--- config.mk ---
export PLATFORM = sky130hd
export DESIGN_NAME = ifetch_unit
export DESIGN_NICKNAME = d
export VERILOG_FILES = /design/src/rtl/ifetch_unit.sv
export SDC_FILE = /design/constraint.sdc
export NUM_CORES = 1
export LEC_CHECK = 0
export ABC_AREA = 0
export CORE_MARGIN = 3
export CORE_UTILIZATION = 43
export CTS_CLUSTER_DIAMETER = 40
export DETAILED_ROUTE_END_ITERATION = 8
export GPL_ROUTABILITY_DRIVEN = 0
export MAX_ROUTING_LAYER = met4
export PLACE_DENSITY_LB_ADDON = 0.3
export SETUP_SLACK_MARGIN = 0.4
export SLEW_MARGIN = 20
export SYNTH_ARGS = -nofsm -noshare
export SYNTH_HDL_FRONTEND = slang
export SYNTH_SLANG_ARGS = --single-unit
--- constraint.sdc ---
create_clock -name clk -period 4.1 [get_ports clk]
set_clock_uncertainty 0.1 [all_clocks]
set_input_delay 0.41 -clock clk [delete_from_list [all_inputs] [get_ports clk]]
set_output_delay 0.41 -clock clk [all_outputs]
set_load 0.01 [all_outputs]
--- src/rtl/ifetch_unit.sv ---
// ifetch_unit
//   Instruction fetch stage: initiator side of the instruction-memory read
//   port. Holds the fetch PC, presents it as a byte address to a word-indexed
//   memory that answers combinationally, and captures the returned word into
//   a one-entry output register handed to decode over valid/ready.
//
//   Ports
//     clk            rising-edge clock
//     rst            asynchronous active-high reset
//     icache_addr    byte address to instruction memory (equals fetch PC)
//     icache_data    instruction word returned in the same cycle
//     redirect_valid load redirect_pc as the new fetch PC, flushing output
//     redirect_pc    redirect target (byte address)
//     if_valid       output register holds an instruction for decode
//     if_ready       decode accepts the instruction this cycle
//     if_instr       captured instruction (NOP on a fault entry)
//     if_pc          PC of if_instr
//     if_pc_plus4    if_pc + 4, modulo 2^32
//     if_fault       captured entry is a misaligned/out-of-range fetch fault
module ifetch_unit #(
  parameter logic [31:0] RESET_PC = 32'h0000_0000,
  parameter int          MEM_DEP  = 64
) (
  input  logic        clk,
  input  logic        rst,
  output logic [31:0] icache_addr,
  input  logic [31:0] icache_data,
  input  logic        redirect_valid,
  input  logic [31:0] redirect_pc,
  output logic        if_valid,
  input  logic        if_ready,
  output logic [31:0] if_instr,
  output logic [31:0] if_pc,
  output logic [31:0] if_pc_plus4,
  output logic        if_fault
);

  localparam logic [31:0] NOP_INSTR = 32'h0000_0013;
  // Byte size of memory, widened to 33 bits so 4*MEM_DEP cannot overflow.
  localparam logic [32:0] MEM_BYTES = 33'(MEM_DEP) << 2;

  typedef enum logic {RUN, HALT} state_t;

  state_t      state_q, state_d;
  logic [31:0] fpc, fpc_d;
  logic        valid_d;
  logic [31:0] instr_d;
  logic [31:0] pc_d;
  logic        fault_d;
  logic        fault_now;
  logic        capture;

  function automatic logic fetch_fault(input logic [31:0] pc);
    return (pc[1:0] != 2'b00) || ({1'b0, pc} >= MEM_BYTES);
  endfunction

  assign icache_addr = fpc;
  assign if_pc_plus4 = if_pc + 32'd4;

  // Stage p0: address out, combinational data back, decide next state
  always_comb begin
    state_d   = state_q;
    fpc_d     = fpc;
    valid_d   = if_valid;
    instr_d   = if_instr;
    pc_d      = if_pc;
    fault_d   = if_fault;
    fault_now = fetch_fault(fpc);
    capture   = (state_q == RUN) && !redirect_valid && (!if_valid || if_ready);

    if (redirect_valid) begin
      // Redirect wins over any handshake in the same cycle; the pending
      // entry is dropped even if decode is asserting ready.
      fpc_d   = redirect_pc;
      valid_d = 1'b0;
      state_d = RUN;
    end else if (capture) begin
      valid_d = 1'b1;
      pc_d    = fpc;
      fault_d = fault_now;
      instr_d = fault_now ? NOP_INSTR : icache_data;
      if (fault_now) begin
        // Hold the faulting PC and stop fetching until redirected.
        state_d = HALT;
      end else begin
        fpc_d = fpc + 32'd4;
      end
    end else if (if_valid && if_ready) begin
      valid_d = 1'b0;
    end
  end

  // Stage p1: output register to decode
  always_ff @(posedge clk or posedge rst) begin
    if (rst) begin
      state_q  <= RUN;
      fpc      <= RESET_PC;
      if_valid <= 1'b0;
      if_instr <= 32'h0;
      if_pc    <= 32'h0;
      if_fault <= 1'b0;
    end else begin
      state_q  <= state_d;
      fpc      <= fpc_d;
      if_valid <= valid_d;
      if_instr <= instr_d;
      if_pc    <= pc_d;
      if_fault <= fault_d;
    end
  end

endmodule

# After elaboration in Yosys (flattened, before gate mapping)
# Index checks and enable logic that the tools add are counted.
# Widths: inputs -> output; s select.
# totals
reg_bits	99
out_inout_bits	130
wordCells	36
in_bits	68
# classes
addsub	2
eq_ne	1
mux	10
n_reduce_logical	14
bitwise	2
order_cmp	1
# op_table
operator	count
$mux 32	4
$add 32x3->32 const B	2
$ge 32x9->1 const B	1
$mux 1	6
$reduce_and 2->1	3
$reduce_bool 2->1	3
$logic_and 1x1->1	3
$reduce_bool 3->1	1
$logic_not 1->1	2
$logic_or 1x1->1	2
$ne 2x2->1 const B	1
$not 1->1	2

# Longest topological paths before layout
# Gate-level depths: netlist of run 1.
# logic_depth
ltp_word	5
depth_mapped	7
ltp_nobuf	5

# Least setup slack after synthesis of run 1
# Ideal clock, no wire load.
# synth_timing
path_type	register -> output
start	register if_pc[2]
end	output port if_pc_plus4[28]
n_path_buf	0
path_stages_with_launch	6
setup_slack_ns	1.947
t_required_ns	3.590
t_arrival_ns	1.643
path_cell_list	dfrtp_1 > ha_1 > and4_1 > nand4_1 > nor4_1 > xor2_1
# synth_between
elab_chain_cells	1
# synth_rtl
element	line	rtl
start, declared	33	output logic [31:0] if_pc,
start signal, assigned	107	if_pc <= pc_d;
$add 32x3->32	58	assign if_pc_plus4 = if_pc + 32'd4;
end, declared	34	output logic [31:0] if_pc_plus4,
# No other way between the ends.

# Final worst setup path of run 1
# layout_timing
start	register if_pc[3]
end	output port if_pc_plus4[28]
# The elaborated chain is that of the path after synthesis.

==> results of run 1 <==
[power by group through the flow]
stage          clock network, µW  logic [µW]  registers (µW)
2_1_floorplan                  0         242            1230
3_3_place_gp                   0         699            1210
3_5_place_dp                   0         711            1220
4_1_cts                      637         713            1200
5_1_grt                      679         768            1220
6_report                     628         703            1200
[path summary, 6_finish.rpt]
path	endpoint	slack, ps
min in group asynchronous	icache_addr[1]	480
worst min-delay path	if_instr[23]	390
max in group asynchronous	if_pc[20]	2550
worst max register to register	icache_addr[2]	1650
worst max-delay path	if_pc_plus4[28]	840
worst min register to register	if_instr[23]	390
[sequential cells by signal (all words and copies together) (netlist names)]
signal,count
if_fault,1
if_instr,32
icache_addr,32
if_pc,32
state_q,1
if_valid,1
[cell usage in the layout, fill, tap and decap left out, types with 3 or more instances in the layout]
master / Yosys / routed
sky130_fd_sc_hd__a21oi_1: 5 / 5
sky130_fd_sc_hd__mux2_2: 25 / 25
sky130_fd_sc_hd__dfrtp_1: 99 / 99
sky130_fd_sc_hd__xnor2_1: 13 / 13
sky130_fd_sc_hd__nor4_4: 3 / 3
sky130_fd_sc_hd__inv_1: 11 / 10
sky130_fd_sc_hd__xor2_1: 15 / 15
sky130_fd_sc_hd__nand3_1: 7 / 7
sky130_fd_sc_hd__nand2_1: 155 / 154
sky130_fd_sc_hd__clkdlybuf4s50_1: 0 / 196
sky130_fd_sc_hd__and2_1: 4 / 4
sky130_fd_sc_hd__nor3_1: 6 / 6
sky130_fd_sc_hd__clkbuf_8: 0 / 10
sky130_fd_sc_hd__nor2_1: 17 / 16
sky130_fd_sc_hd__nand2b_1: 3 / 3
sky130_fd_sc_hd__and3_1: 5 / 5
sky130_fd_sc_hd__nor4_2: 3 / 3
sky130_fd_sc_hd__nor4_1: 8 / 8
sky130_fd_sc_hd__nand4_1: 8 / 8
sky130_fd_sc_hd__o21ai_0: 38 / 38
sky130_fd_sc_hd__clkinv_2: 0 / 3
sky130_fd_sc_hd__buf_4: 2 / 4
sky130_fd_sc_hd__and4_1: 7 / 7
sky130_fd_sc_hd__ha_1: 3 / 3
[cell type report]
cell class	instances	area, µm²
multi-input cells	347	2030
clock buffers	11	141
well taps	136	170
flip-flops and latches	99	2480
repair buffers	201	2000
fillers	879	3500
inverters	11	43.8
clock inverters	5	52.6
[stage by stage]
step                cell area [µm²]  hold WS (ps)  utilization, %
floorplan                      4640           359               -
global placement               6720           362            64.5
detailed placement             6720           374            64.5
CTS                            6920           392            66.4
global route                   6920           426            66.4
finish                         6920           386            66.4
[kinds of logic (layout without fill, tap and decap cells)]
| family | Yosys count | after routing | synth area share, % |
|---|---|---|---|
| mux | 25 | 25 | 6.06 |
| flops | 99 | 99 | 53.4 |
| simple gates | 235 | 235 | 24.5 |
| compound gates | 56 | 56 | 6.98 |
| fa+ha+maj | 3 | 3 | 0.809 |
| xor+xnor | 28 | 28 | 5.28 |
| buf+inv | 34 | 228 | 3.02 |
[layer usage]
layer / GRT usage (%) / vias up
met5: - / -
met4: 6.77 / 0
met3: 5.58 / 13
met2: 37.3 / 161
met1: 27.7 / 1961
li1: - / 1996
[worst register-to-register path, stage by stage, from the launching register on]
cell and delay, ps:
sky130_fd_sc_hd__dfrtp_1 450, sky130_fd_sc_hd__nor4_2 420, sky130_fd_sc_hd__and3_1 350, sky130_fd_sc_hd__nand2_1 560, sky130_fd_sc_hd__o311ai_1 470
==> out/results.env, run 1 <==
FIRST_PASS_ITERS=4
PERIOD_NEEDED_PS=3260
FINAL_CELL_COUNT_WITHOUT_FILLERS=810
SYN_TO_FINAL_GROWTH_PCT=49.0
PLACE.DETAILED.INSTANCES=794
INITIAL_CORE_UTIL_PCT=44.6
DIE_HEIGHT_UM=110
SLEW_VIOL_FINAL=0
CTS.SINKS=99
RSZ0062_AT_GRT='false'
AVG_CELL_AREA_SYN_UM2=9.67
CRITPATHARRIVALTIME_PS=2750
GLOBALROUTE.TOTALOVERFLOW=0
SYNTH_NETS=551
FINAL_MIN_PERIOD_OVER_CLOCK_PERIOD_PCT=79.6
TIMING_HOLD_VIOLATIONS_FINAL=0
CTS_HOLD_BUFFERS=0
STATUS='finished, final reports clean'
CTSRESIZECOUNT=0
HOLD_PATH_STARTPOINT='if_instr[23]'
CRITICAL_PATH.MAX_STAGE_DELAY_PS=550
VIA_PER_INST=5.10
PLACEMENT.IO_BUFFERS=197
SYNTHESIS.INSTANCES=480
WORST-SLEW-PIN-TRANSITION_PS=922
FLOORPLAN.IO_PINS=198
DP.FINAL_HPWL_UM=9750
WORST_SETUP_PATH_STARTPOINT='if_pc[3]'
NUMBER_OF_GLOBAL_ROUTE_VIAS_BEFORE_REPAIR=4103
HP-CLASS='reg -> reg'
WHS_PATH_DEPTH=2
FINALSETUPVIOLCOUNT=0
CTS.ROOT.BUFFER_CELL='sky130_fd_sc_hd__clkbuf_8'
YOSYSWARNINGCOUNT=0
GRT_UTIL_ALL_LAYERS_PCT=22.7
ASYNC_FLOP_SHARE_PCT=100
POSTLAYOUTSETUPSLACKWORST_PS=837
CORE_MM2=0.0104
GRT_START_MAX_NET_PINS=75
ROW_COUNT=37
CP_CELL_SEQUENCE='ha_1, and4_1, nand4_1, nor4_1, xor2_1, clkdlybuf4s50_1'
VIAS=4131
FINAL_LAYOUT_SIZE_SUFFIX_GT1_SHARE_PCT=9.05
SYNTH_FLOP_CELL='sky130_fd_sc_hd__dfrtp_1'
DIODES=0
CRITICAL_PATH_CELL_COUNT=6
SYNTH_COMMONEST_CELLS='sky130_fd_sc_hd__nand2_1 (155), sky130_fd_sc_hd__dfrtp_1 (99), sky130_fd_sc_hd__o21ai_0 (38)'
POWER.COMBINATIONAL.FRACTION_PCT=27.8
RR_WORST_DEPTH=4
SWSHARE_PCT=29.9
GRT_PASS1_WL_UM=20700
FINALPOWER_uW=2530
DRC_ERRORS=0
SYNTH_LARGEST_AREA_CELL='sky130_fd_sc_hd__dfrtp_1'
CTS-BUFFERS-INSERTED=9
DRT-TOTAL-WL_UM=13000
MAX-VDD-IR-DROP_uV=180
SYNTH.CELL_AREA_MM2=0.00464
POWER_LEAKAGE_uW=0.00291
HIGHEST_ROUTED_LAYER='met4'
CRIT_BUF_INV=1
INTERNAL_POWER_uW=1770
CTS_BUFFER_DEPTH=2
FINAL_NETS=740
CRIT_TYPE='reg -> out'
SYNTH_SEQ_CELLS=99
CRIT_PATH_END_KIND='output pin'
DIE-AREA_MM2=0.0121
ANTENNA_FOUND_INITIAL=0
POST_CTS.REPAIR.SETUP_BUFFERS=0
POWER_DENSITY_mW_PER_MM2=366
CLOCK_PIN_SLEW_REPORTED_FOR_THE_WORST_SETUP_AND_HOLD_PATHS_AFTER_CLOCK_TREE_SYNTHESIS_PS=90
PRE_CTS_WS_PS=1250
SYNTH_TOP_CELLS_BY_AREA='sky130_fd_sc_hd__dfrtp_1 (53%), sky130_fd_sc_hd__nand2_1 (13%), sky130_fd_sc_hd__mux2_2 (6.1%), sky130_fd_sc_hd__o21ai_0 (4.1%), sky130_fd_sc_hd__xor2_1 (2.8%)'
ROUTE.ANTENNA.REMAINING_NETS=0
INITIALDRTVIOLATIONCOUNT=198
RELSLEWSLACK_PCT=38.5
CRIT_PATH_START_KIND='register'
CRITICAL_PATH_PEAK_FANOUT=8
SLOWEST_STAGE='sky130_fd_sc_hd__clkdlybuf4s50_1'
CLOCK_NETWORK_LATENCY_TO_THE_LATER_PIN_OF_THE_WORST_SKEW_PAIR_PS=360
SYNTH_TOP_CELL_AREA_SHARE_PCT=53.4
REGTOREGSTARTPOINT='icache_addr[21]'
POWER.SHARE.CLOCK_PCT=24.8
ROUTED_MET1_LENGTH_UM=5380
POWER_SWITCHING_uW=757
DIE-WIDTH_UM=110
HTREE_NUM_LEVELS=3
MET3ROUTEDLENGTH_UM=1100
MET2_WIRELENGTH_UM=6360
YOSYSSEQAREASHARE_PCT=53.4
POWER_FRAC_SEQ_PCT=47.4
FINAL.SETUP.TNS_PS=0
MAX-CAP-VIOLATIONS=0
TIMING.FMAX_MHz=306
WL_PER_CELL_UM=16.1
YOSYSUNIQUECELLTYPES=41
CPLARGESTDELAYFAMILY='simple AND/OR/NAND/NOR gates'
SYNTH_EDF_COUNT=0
MOST_COMMON_CELL_IN_THE_NETLIST='sky130_fd_sc_hd__nand2_1'
WORST-ENDPOINT-REQUIRED_PS=3590
CLOCK_TREE_FROM_TRITONCTS='yes'
(Power assumes the default switching activity.)
==> inputs of run 2 (changes only) <==
--- a/config.mk
+++ b/config.mk
@@ -7,7 +7,7 @@
 export LEC_CHECK = 0
 export ABC_AREA = 0
 export CORE_MARGIN = 3
-export CORE_UTILIZATION = 43
+export CORE_UTILIZATION = 39
 export CTS_CLUSTER_DIAMETER = 40
 export DETAILED_ROUTE_END_ITERATION = 8
 export GPL_ROUTABILITY_DRIVEN = 0
==> constraint.sdc (replaced) <==
create_clock -name clk -period 2.7 [get_ports clk]
set_clock_uncertainty 0.1 [all_clocks]
set_input_delay 0.27 -clock clk [delete_from_list [all_inputs] [get_ports clk]]
set_output_delay 0.27 -clock clk [all_outputs]
set_load 0.01 [all_outputs]
==> run 2 against run 1 <==
Against the previous run: die area rose by 9.7%; register-to-register slack lost 980 ps; worst setup slack worse by 520 ps; critical path type unchanged; flip-flop and latch count is the same; routed wire length is 11% higher.
==> out/results.env, run 2 (same netlist as run 1, synthesis figures left out) <==
DIE_HEIGHT_UM=115  # +4.7%
GLOBALROUTE.TOTALOVERFLOW=0  # unchanged
CRITICAL_PATH.MAX_STAGE_DELAY_PS=390  # -160 ps
CTS_HOLD_BUFFERS=0  # unchanged
CTS-BUFFERS-INSERTED=9  # unchanged
ROW_COUNT=39  # +5.4%
VIA_PER_INST=5.12  # +0.37%
CRIT_PATH_END_KIND='output pin'
WORST-SLEW-PIN-TRANSITION_PS=524  # -398 ps
CLOCK_TREE_FROM_TRITONCTS='yes'
MOSTFREQUENTLAYOUTCELL='sky130_fd_sc_hd__clkdlybuf4s50_1'
FINAL_MIN_PERIOD_OVER_CLOCK_PERIOD_PCT=88.4
ANTENNA_FOUND_INITIAL=0  # unchanged
SYN_TO_FINAL_GROWTH_PCT=59.9
DIODES=0  # unchanged
CRIT_PATH_START_KIND='register'
CTS.ROOT.BUFFER_CELL='sky130_fd_sc_hd__clkbuf_16'
CRITICAL_PATH_PEAK_FANOUT=7  # -1
PERIOD_NEEDED_PS=2390
SLEW_VIOL_FINAL=0  # unchanged
CLOCK_PIN_SLEW_REPORTED_FOR_THE_WORST_SETUP_AND_HOLD_PATHS_AFTER_CLOCK_TREE_SYNTHESIS_PS=60  # -30 ps
POWER_DENSITY_mW_PER_MM2=570  # +56%
RELSLEWSLACK_PCT=65.1  # +27 points
FIN_WORST_HOLD_SLACK_PS=145  # -242 ps
WORST-ENDPOINT-REQUIRED_PS=2330  # -1260 ps
DRC_ERRORS=0  # unchanged
RRSETUPSLACK_PS=670  # -980 ps
SLOWEST_STAGE='sky130_fd_sc_hd__dfrtp_1'
MAX-VDD-IR-DROP_uV=266  # +48%
GRT_START_MAX_NET_PINS=100  # +33%
FINALSETUPVIOLCOUNT=0  # unchanged
LAYOUT_COMMON_CELLS='sky130_fd_sc_hd__clkdlybuf4s50_1 (171), sky130_fd_sc_hd__nand2_1 (152), sky130_fd_sc_hd__dfrtp_1 (95)'
TIMING_HOLD_VIOLATIONS_FINAL=0  # unchanged
FINAL.SETUP.TNS_PS=0  # unchanged
PLACEMENT.IO_BUFFERS=197  # unchanged
CORE_MM2=0.0115  # +11%
NUMBER_OF_GLOBAL_ROUTE_VIAS_BEFORE_REPAIR=4452  # +8.5%
INITIAL_CORE_UTIL_PCT=40.3  # -4.3 points
FINAL_LAYOUT_SIZE_SUFFIX_GT1_SHARE_PCT=18.4  # +9.4 points
CP_CELL_SEQUENCE='ha_2, and4_4, nand4_1, buf_6, nor4_4, xor2_1, clkdlybuf4s15_1'
DIE-AREA_MM2=0.0132  # +9.7%
CTS_BUFFER_DEPTH=2  # unchanged
HTREE_NUM_LEVELS=3  # unchanged
GRT_PASS1_WL_UM=22800  # +9.8%
GRT_UTIL_ALL_LAYERS_PCT=22.5  # -0.17 points
TIMING.FMAX_MHz=419
CLOCK_NETWORK_LATENCY_TO_THE_LATER_PIN_OF_THE_WORST_SKEW_PAIR_PS=330  # -30 ps
CRIT_TYPE='reg -> out'
CRITPATHARRIVALTIME_PS=2020  # -730 ps
FILL_CELLS=959  # +9.1%
ROUTE.ANTENNA.REMAINING_NETS=0  # unchanged
VIAS=4346  # +5.2%
FIRST_PASS_ITERS=4  # unchanged
STATUS='finished, final reports clean'
POWER_LEAKAGE_uW=0.00331  # +14%
HP-CLASS='in -> reg'
DIE-WIDTH_UM=115  # +4.7%
INITIALDRTVIOLATIONCOUNT=212  # +7.1%
FINAL_NETS=774  # +4.6%
DP.FINAL_HPWL_UM=10200  # +5.1%
FLOORPLAN.IO_PINS=198  # unchanged
MAX-CAP-VIOLATIONS=0  # unchanged
RSZ0062_AT_GRT='true'
WL_PER_CELL_UM=17.0  # +6.0%
CTS.SINKS=99  # unchanged
DRT-TOTAL-WL_UM=14500  # +11%
## run 2: cell count changes in the layout (fill, tap and decap cells not counted), sizes merged
cell	change
buf	+40
clkbuf	+3
clkdlybuf4s15	+1
clkdlybuf4s50	-25
clkinv	-1
dlygate4sd2	+11
dlymetal6s2s	+3
inv	-1
nand3	+1
## run 2: layer usage
metal | routed length [µm] | track usage (%) | vias to the layer above
met5 | 0 | - | -
met4 | 242 | 6.42 | 0
met3 | 873 | 4.16 | 18
met2 | 7280 | 37.7 | 154
met1 | 6080 | 27.9 | 2111
li1 | - | - | 2063
## run 2: final cells by class
type / instances / area, µm² / share of cell area [%]
flip-flops and latches: 99 / 2480 / 33.5
multi-input cells: 348 / 2220 / 30.0
repair buffers: 234 / 2210 / 29.8
clock buffers: 11 / 243 / 3.27
well taps: 143 / 179 / 2.41
inverters: 11 / 45.0 / 0.607
clock inverters: 3 / 40.0 / 0.540
## run 2: what timing repair did
item | CTS | global route
pin swaps | 5 | 4
resized for setup | 75 | 23
gates cloned | 1 | 0
endpoints found under the setup margin | 25 | 16
buffers inserted | 24 | 4
## run 2: power breakdown
part	leakage [µW]	switching [µW]	total, µW	internal (µW)
Clock	0.000141	510	1240	730
Sequential	0.00123	166	1790	1630
Combinational	0.00194	544	1200	651
## run 2: final timing paths
path / startpoint / endpoint / cells past startpoint
setup reg to reg: icache_addr[21] / icache_addr[4] / 4
hold reg to reg: if_instr[28] / if_instr[28] / 2
min in group asynchronous: rst / icache_addr[29] / 3
setup / recovery: if_pc[2] / if_pc_plus4[28] / 7
max in group asynchronous: rst / if_pc[4] / 3
hold / removal: redirect_valid / icache_addr[5] / 3
## run 2: through the flow
step	cells	power [µW]	setup WS (ps)	utilization (%)	instance area, µm²
after floorplan	480	2240	687	-	4650
after global placement	806	2920	74.7	58.9	6780
after detailed placement	806	2950	-4.21	58.9	6780
after CTS	845	4250	208	63.9	7350
after global routing	849	4410	166	64.4	7420
final	849	4230	314	64.4	7420
## run 2: critical path: cells and delay by family (launching register included)
family	cells	cell delay [ps]
xor gates and xnor gates	1	170
buffers and inverters	2	420
adders and majority gates	1	200
DFF	1	390
and+or+nand+nor	3	500
==> inputs of run 3 (changes only) <==
==> constraint.sdc (replaced) <==
create_clock -name clk -period 1.95 [get_ports clk]
set_clock_uncertainty 0.1 [all_clocks]
set_input_delay 0.195 -clock clk [delete_from_list [all_inputs] [get_ports clk]]
set_output_delay 0.195 -clock clk [all_outputs]
set_load 0.01 [all_outputs]
==> run 3 against run 2 <==
Against the previous run: the run now ends with negative setup slack left; global-route usage up 0.71 points; worst hold slack worse by 23 ps; register-to-register slack lost 670 ps; first-iteration DRC count rose by 55%; die area unchanged; clock power is 56% higher; routed wire length up 12%; largest cell class is now buffers; highest routed layer unchanged.
==> out/results.env, run 3 (same netlist as run 1, synthesis figures left out) <==
TIMING.FMAX_MHz=457
ROUTE.ANTENNA.REMAINING_NETS=0  # unchanged
GLOBALROUTE.TOTALOVERFLOW=0  # unchanged
CLOCK_TREE_FROM_TRITONCTS='yes'
WORST-ENDPOINT-REQUIRED_PS=1650  # -680 ps
DRT-TOTAL-WL_UM=16200  # +12%
TIMING_HOLD_VIOLATIONS_FINAL=0  # unchanged
CTS_BUFFER_DEPTH=2  # unchanged
CRIT_PATH_START_KIND='register'
PLACEMENT.IO_BUFFERS=197  # unchanged
ANTENNA_FOUND_INITIAL=0  # unchanged
FINAL.SETUP.TNS_PS=-3330  # -3330 ps
FLOORPLAN.IO_PINS=198  # unchanged
INITIALDRTVIOLATIONCOUNT=328  # +55%
WL_PER_CELL_UM=17.6  # +3.1%
POSTLAYOUTSETUPSLACKWORST_PS=-239  # -552 ps
FINAL_MIN_PERIOD_OVER_CLOCK_PERIOD_PCT=112
PERIOD_NEEDED_PS=2190
WORST-SLEW-PIN-TRANSITION_PS=556  # +32.7 ps
HTREE_NUM_LEVELS=3  # unchanged
STATUS='complete, but fails checks'
CRITICAL_PATH_PEAK_FANOUT=5  # -2
DP.FINAL_HPWL_UM=10400  # +1.1%
CRIT_BUF_INV=3  # +1
CRITICAL_PATH.MAX_STAGE_DELAY_PS=360  # -30 ps
CTS_HOLD_BUFFERS=0  # unchanged
MOSTFREQUENTLAYOUTCELL='sky130_fd_sc_hd__nand2_1'
CTS.ROOT.BUFFER_CELL='sky130_fd_sc_hd__clkbuf_16'
FILL_CELLS=788  # -18%
POWER_DENSITY_mW_PER_MM2=728  # +28%
DIE-WIDTH_UM=115  # unchanged
VIOLATIONS='negative setup slack'
GRT_PASS1_WL_UM=23800  # +4.4%
HP-CLASS='in -> reg'
DIE_HEIGHT_UM=115  # unchanged
MAX-CAP-VIOLATIONS=0  # unchanged
CRITPATHARRIVALTIME_PS=1890  # -130 ps
FIRST_PASS_ITERS=4  # unchanged
PLACE.DETAILED.INSTANCES=860  # +6.7%
CORE_MM2=0.0115  # unchanged
CRIT_TYPE='reg -> out'
VIA_PER_INST=5.19  # +1.4%
POWER_LEAKAGE_uW=0.00443  # +34%
CTS-BUFFERS-INSERTED=9  # unchanged
SLEW_VIOL_FINAL=0  # unchanged
CRIT_PATH_END_KIND='output pin'
RELSLEWSLACK_PCT=62.9  # -2.2 points
DIE-AREA_MM2=0.0132  # unchanged
SYN_TO_FINAL_GROWTH_PCT=83.0
CP_CELL_SEQUENCE='buf_4, buf_6, and2_4, nand3_4, nor4_4, xnor2_1, buf_2'
CTS.SINKS=99  # unchanged
ROW_COUNT=39  # unchanged
FINALPOWER_uW=6180  # +46%
CLOCK_NETWORK_LATENCY_TO_THE_LATER_PIN_OF_THE_WORST_SKEW_PAIR_PS=340  # about the same
GRT_UTIL_ALL_LAYERS_PCT=23.2  # +0.71 points
DIODES=0  # unchanged
CLOCK_PIN_SLEW_REPORTED_FOR_THE_WORST_SETUP_AND_HOLD_PATHS_AFTER_CLOCK_TREE_SYNTHESIS_PS=70  # about the same
FINAL_LAYOUT_SIZE_SUFFIX_GT1_SHARE_PCT=38.3  # +20 points
SLOWEST_STAGE='sky130_fd_sc_hd__dfrtp_1'
FINAL_CELL_COUNT_WITHOUT_FILLERS=924  # +8.8%
MAX-VDD-IR-DROP_uV=470  # +77%
GRT_START_MAX_NET_PINS=100  # unchanged
INITIAL_CORE_UTIL_PCT=40.3  # unchanged
LAYOUT_COMMON_CELLS='sky130_fd_sc_hd__nand2_1 (147), sky130_fd_sc_hd__dfrtp_1 (84), sky130_fd_sc_hd__buf_4 (82)'
FINAL_NETS=847  # +9.4%
VIAS=4798  # +10%
NUMBER_OF_GLOBAL_ROUTE_VIAS_BEFORE_REPAIR=4631  # +4.0%
RSZ0062_AT_GRT='true'
DRC_ERRORS=0  # unchanged
FINALSETUPVIOLCOUNT=26  # +26
CPLARGESTDELAYFAMILY='simple AND/OR/NAND/NOR gates'
-- run 3: cell count changes in the layout (fill, tap and decap cells not counted), sizes merged --
cell / delta
clkinvlp: +2
dlymetal6s2s: +19
clkbuf: -1
clkdlybuf4s50: -102
dlygate4sd2: +59
bufinv: +1
buf: +97
-- run 3: final timing paths --
path	startpoint	to	slack, ps	cells past startpoint
max in group asynchronous	rst	if_pc[29]	1060	3
min reg2reg	if_instr[27]	if_instr[27]	380	2
min in group asynchronous	rst	state_q	210	3
max reg2reg	icache_addr[20]	icache_addr[7]	0	5
max	if_pc[3]	if_pc_plus4[27]	-240	7
min	redirect_valid	icache_addr[5]	120	3
-- run 3: where the power goes --
part           internal, µW  switching [µW]
clock                  1160             773
sequential             2260             167
combinational           930             897
-- run 3: repair_timing --
action                     CTS  global route
gates resized for setup    281            80
pin swaps                   32            36
gates cloned                 4             1
setup endpoints to repair  157           103
setup buffers               27            16
-- run 3: tightest hold or removal path: cells and delay by family --
| kind | cells | cell delay [ps] |
|---|---|---|
| compound gates | 1 | 120 |
| simple gates | 1 | 60 |
| buf+inv | 1 | 130 |
-- run 3: layout make-up --
type / count / area, µm² / area share, %
timing repair buffer: 307 / 2850 / 33.5
tap: 143 / 179 / 2.11
multi-input combinational: 348 / 2600 / 30.6
clock inverter: 6 / 88.8 / 1.05
sequential: 99 / 2500 / 29.4
clock buffer: 10 / 239 / 2.81
inverter: 11 / 45.0 / 0.530
-- run 3: layer usage --
metal | part of all wire (%) | track usage (%) | vias up
li1 | - | - | 2213
met1 | 41 | 28.6 | 2368
met2 | 51 | 39.2 | 186
met3 | 6.6 | 4.42 | 31
met4 | 1.7 | 6.42 | 0
met5 | 0 | - | -
-- run 3: per-stage QoR --
| step | util, % | instance area [µm²] | hold slack, ps | worst slack (ps) |
|---|---|---|---|---|
| global placement | 63.8 | 7340 | 366 | -272 |
| floorplan | - | 4800 | 215 | 46.9 |
| global route | 73.8 | 8500 | 139 | -291 |
| detailed placement | 63.8 | 7340 | 374 | -335 |
| finish | 73.8 | 8500 | 122 | -239 |
| CTS | 70.2 | 8080 | 100 | -197 |
